`config.mk`:
```
export PLATFORM = sky130hd
export DESIGN_NAME = pulse_sched
export DESIGN_NICKNAME = d
export VERILOG_FILES = /design/src/rtl/pulse_sched.sv
export SDC_FILE = /design/constraint.sdc
export NUM_CORES = 1
export LEC_CHECK = 0
export ABC_AREA = 1
export BUFFER_PORTS_ARGS = -buffer_cell sky130_fd_sc_hd__clkbuf_2
export CORE_ASPECT_RATIO = 1.2
export CORE_MARGIN = 8
export CORE_UTILIZATION = 35
export DETAILED_ROUTE_END_ITERATION = 8
export SETUP_SLACK_MARGIN = 0.15
export SLEW_MARGIN = 20
export SYNTH_ARGS = -nofsm -noshare
export SYNTH_HDL_FRONTEND = slang
export SYNTH_SLANG_ARGS = --single-unit
export TNS_END_PERCENT = 100
```
`constraint.sdc`:
```
create_clock -name clka -period 4.9 [get_ports clka]
set_input_delay 0.245 -clock clka [delete_from_list [all_inputs] [get_ports clka]]
set_output_delay 0.245 -clock clka [all_outputs]
set_load 0.03 [all_outputs]
```
`src/rtl/pulse_sched.sv`:
```
// Source-domain pulse scheduler: queues per-requester pulses in saturating counters and
// issues them round-robin onto a single line, spaced GAP cycles apart, tagged with pulse_id.
module pulse_sched #(
    parameter int NREQ = 4,
    parameter int IDW  = 2,
    parameter int GAP  = 6,
    parameter int CNTW = 4
) (
    input  logic            clka,
    input  logic            rsta,
    input  logic [NREQ-1:0] req_pulse,
    input  logic            ovf_clr,
    output logic            pulse_out,
    output logic [IDW-1:0]  pulse_id,
    output logic            busy,
    output logic [NREQ-1:0] ovf
);

    // GAP-1 always fits in clog2(GAP) bits because GAP >= 2
    localparam int              GW       = $clog2(GAP);
    localparam logic [0:0]      ST_IDLE  = 1'b0;
    localparam logic [0:0]      ST_GAPW  = 1'b1;
    localparam logic [CNTW-1:0] CNT_MAX  = {CNTW{1'b1}};
    localparam logic [GW-1:0]   GAP_LOAD = GW'(GAP - 1);

    logic [CNTW-1:0] cnt_r [NREQ];
    logic [CNTW-1:0] cnt_s [NREQ];
    logic [IDW-1:0]  ptr_r;
    logic [0:0]      state_r, state_s;
    logic [GW-1:0]   gap_r, gap_s;
    logic            pulse_r;
    logic [IDW-1:0]  id_r, id_s;
    logic            busy_r, busy_s;
    logic [NREQ-1:0] ovf_r, ovf_s, ovf_set_s;
    logic [NREQ-1:0] cand_s;
    logic            found_s, grant_s, pend_any_s;
    logic [IDW-1:0]  win_s;

    assign pulse_out = pulse_r;
    assign pulse_id  = id_r;
    assign busy      = busy_r;
    assign ovf       = ovf_r;

    // Round-robin search from ptr over pending or bypassed requesters
    always_comb begin
        found_s = 1'b0;
        win_s   = {IDW{1'b0}};
        for (int i = 0; i < NREQ; i++) begin
            cand_s[i] = req_pulse[i] | (cnt_r[i] != {CNTW{1'b0}});
        end
        for (int k = 0; k < NREQ; k++) begin
            if (!found_s && cand_s[(int'(ptr_r) + k) % NREQ]) begin
                found_s = 1'b1;
                win_s   = IDW'((int'(ptr_r) + k) % NREQ);
            end else begin
                found_s = found_s;
            end
        end
        grant_s = (state_r == ST_IDLE) && found_s;
        id_s    = grant_s ? win_s : id_r;
    end

    // IDLE/GAPW sequencing; returning to IDLE on the last gap edge keeps pulses exactly GAP apart
    always_comb begin
        state_s = state_r;
        gap_s   = gap_r;
        case (state_r)
            ST_IDLE: begin
                if (grant_s) begin
                    state_s = ST_GAPW;
                    gap_s   = GAP_LOAD;
                end else begin
                    state_s = ST_IDLE;
                end
            end
            ST_GAPW: begin
                if (gap_r <= GW'(1)) begin
                    state_s = ST_IDLE;
                    gap_s   = {GW{1'b0}};
                end else begin
                    gap_s   = gap_r - GW'(1);
                end
            end
            default: begin
                state_s = ST_IDLE;
                gap_s   = {GW{1'b0}};
            end
        endcase
    end

    // Pending counters, sticky overflow flags and next-state busy
    always_comb begin
        ovf_set_s  = {NREQ{1'b0}};
        pend_any_s = 1'b0;
        for (int i = 0; i < NREQ; i++) begin
            cnt_s[i] = cnt_r[i];
            if (req_pulse[i] && !(grant_s && win_s == IDW'(i))) begin
                if (cnt_r[i] == CNT_MAX) begin
                    ovf_set_s[i] = 1'b1;
                end else begin
                    cnt_s[i] = cnt_r[i] + {{(CNTW-1){1'b0}}, 1'b1};
                end
            end else if (!req_pulse[i] && grant_s && win_s == IDW'(i)) begin
                cnt_s[i] = cnt_r[i] - {{(CNTW-1){1'b0}}, 1'b1};
            end else begin
                cnt_s[i] = cnt_r[i];
            end
            pend_any_s = pend_any_s | (cnt_s[i] != {CNTW{1'b0}});
        end
        // a same-edge overflow survives the clear
        ovf_s  = ovf_set_s | (ovf_clr ? {NREQ{1'b0}} : ovf_r);
        busy_s = pend_any_s || (state_s != ST_IDLE);
    end

    // State registers
    always_ff @(posedge clka or posedge rsta) begin
        if (rsta) begin
            for (int i = 0; i < NREQ; i++) begin
                cnt_r[i] <= {CNTW{1'b0}};
            end
            ptr_r   <= {IDW{1'b0}};
            state_r <= ST_IDLE;
            gap_r   <= {GW{1'b0}};
            pulse_r <= 1'b0;
            id_r    <= {IDW{1'b0}};
            busy_r  <= 1'b0;
            ovf_r   <= {NREQ{1'b0}};
        end else begin
            for (int i = 0; i < NREQ; i++) begin
                cnt_r[i] <= cnt_s[i];
            end
            if (grant_s) begin
                ptr_r <= IDW'((int'(win_s) + 1) % NREQ);
            end else begin
                ptr_r <= ptr_r;
            end
            state_r <= state_s;
            gap_r   <= gap_s;
            pulse_r <= grant_s;
            id_r    <= id_s;
            busy_r  <= busy_s;
            ovf_r   <= ovf_s;
        end
    end

endmodule
```
==> out/metrics.cfg <==
[status]
status=completed

[clock_tree]
h-tree-depth=2
cts-resized-gates=0
clock_path_buffers=2
cts_made_buffers=5
cts_tree=done
post_cts.repair.setup_buffers=0
clk_latency_ps=280
cts.clk_slew.worst_paths_ps=60
cts.sinks=30
cts_hold_buf=0
root_buffer=clkbuf_8

[finish]
antenna_cells=0
fin_area_um2=2590
layout-drive-gt1-share=0.140
utilization=0.401
syn2layout_area_growth_pct=10.9
register_area_um2=751
multi_input_area_um2=1360
final_nets=359
fillers=668

[critical_path]
worst-path-max-fanout=10
worstSetupStartpointType=flop
crit_type=reg -> reg
crit_required_ps=5050
cp.arrival_ps=3510
crit_path_end_kind=flop

[route]
via_per_inst=4.80
drt_wl_total_mm=5.03
post_drt_wl_per_cell_um=12.0
ant_nets=0
drt_iter0_drc=91
drt_pass1_iterations=4
vias=2014
remaining_drc_errors=0

[sta]
finClkSkew_ps=5.65
period_share=0.684
setup_violations=0
slew_headroom=0.579
finalSetupTns_ps=0
finalMaxSlewViolations=0
final-hold-violation-count=0
fmax_mhz=298
worstMarginPinSlew_ps=631
timing.hold.ws_ps=11.9
min_period_ps=3350
rsz0062_at_grt=false

[global_routing]
busiest_layer=met2
grt_pass1_wl_mm=8.80
grt_overflow=0
track_usage=0.111
grt_use_met1=0.128
grt_pass1_vias=1978
antenna_found_initial=0
grt_use_met3=0.0227
grt_util_met2=0.195
grt_max_degree=31

[floorplanning]
initial_core_util=0.362
core_area_um2=6450
placementRows=32
io_pins=15
die_y_um=105
die_area_um2=9550
chipWidth_um=90.5

[logic_synthesis]
synthXorXnorAreaFrac=0.0338
syn_inst=315
synth_top_area_frac=0.322
synth_cell_types=27
synth-simple-area-share=0.380
synth_area_leader_cell=dfrtp_1
syn-cell-area_um2=2330
synth_flop_cell=dfrtp_1
async_flop_share=1.00
synth.ff_latch_count=30
synth_top_family_by_area=simple AND/OR/NAND/NOR gates
yosysWarnings=0
seq_area_frac_synth=0.322
synth_area_leaders=dfrtp_1 32%, nand3_1 10%, ha_1 9.7%
syn_nets=340
syn_area_per_cell_um2=7.41
synth-compound-area-share=0.0702
synth_enable_flop_cells=0
muxShareOfSynthArea=0
synth-adder-area-share=0.0965

[place]
port_buffers=14
place_congestion=0.911
placed_cell_area_um2=2500
dp.final_hpwl_mm=4.03

[flow_run]
drv_cap=0

[hold_path]
hp-class=in -> async

[power]
p_leak_nw=1.31
powerDensity_nw_per_um2=684
total_power_mw=1.77
ir_worst_vdd_uv=283

-- per-stage QoR --
step                      worst slack (ps)  instances
after floorplan                       2160        315
after CTS                             1550        420
after global placement                1550        412
after global routing                  1290        420
final                                 1550        420
after detailed placement              1580        412
-- cell usage in the layout (no fill, tap or decap), drive strengths merged --
master	count
nand4	7
nor3	4
clkbuf	21
o21bai	1
a21oi	9
o22ai	5
clkinv	1
xnor2	2
o21ai	10
or2	2
o211ai	3
dfrtp	30
ha	18
buf	1
xor2	7
nand3	56
o21a	1
nand2	63
inv	55
nor2	39
-- critical path, stage by stage, from the launching register on --
cell	delay [ps]
dfrtp_1	420
inv_1	130
ha_1	160
inv_1	30
nor2_1	120
nand3_1	130
nand3_1	150
nand2_2	100
nor2_4	140
nand3_4	210
inv_1	160
nor2_1	100
inv_1	80
ha_1	240
nand3_2	110
nand2_1	170
inv_1	70
o21ai_0	100
nand2_1	140
nor2_1	130
nand2_1	60
nor2_1	160
nand3_1	100
-- layer usage --
layer / vias up / wire, um / part of all wire
met5: - / 0 / 0
met4: 0 / 79 / 0.016
li1: 1049 / - / -
met1: 925 / 2280 / 0.45
met2: 31 / 2530 / 0.50
met3: 9 / 148 / 0.029
-- flip-flops by register name, indices dropped and copies added (netlist names) --
name and flops:
pulse_id 2, state_r 1, ovf 4, gap_r 3
busy 1, cnt_r 16, pulse_out 1, ptr_r 2
-- cell type report --
type / count / share of cell area
multi-input combinational: 227 / 0.524
clock inverter: 1 / 0.00193
sequential: 30 / 0.290
timing repair buffer: 15 / 0.0300
tap: 85 / 0.0411
inverter: 55 / 0.0798
clock buffer: 7 / 0.0334
-- cells in the mapped netlist (3+ instances only) --
cell / number
a21oi_1: 9
dfrtp_1: 30
ha_1: 18
inv_1: 52
inv_2: 3
nand2_1: 58
nand2_2: 5
nand3_1: 47
nand3_2: 5
nand3_4: 4
nand4_1: 5
nor2_1: 33
nor2_2: 3
nor2_4: 3
nor3_1: 4
o211ai_1: 3
o21ai_0: 8
o22ai_1: 5
xor2_1: 7
-- cell families (layout without fill, tap and decap cells) --
logic type               count (synthesis)  after routing
adder cells (fa/ha/maj)                 18             18
AND/OR/NAND/NOR                        171            171
buffers and inverters                   58             78
XOR/XNOR                                 9              9
flip-flops                              30             30
AO/OA/AOI/OAI                           29             29
-- worst paths after layout --
check                             from     endpoint  cells after the start  slack [ps]
setup / recovery              cnt_r[0]         busy                     22        1550
hold / removal                    rsta       ovf[0]                      3          10
setup reg to reg              cnt_r[0]         busy                     22        1550
hold reg to reg            pulse_id[1]  pulse_id[1]                      2         520
max in group asynchronous         rsta     cnt_r[8]                      3        4610
min in group clka              ovf_clr       ovf[2]                      2         270
-- power by group --
part           switching [mW]  internal (mW)
logic                   0.725          0.378
clock network          0.0889          0.113
registers               0.109          0.356
No activity file was read; power rests on OpenSTA's default activity.
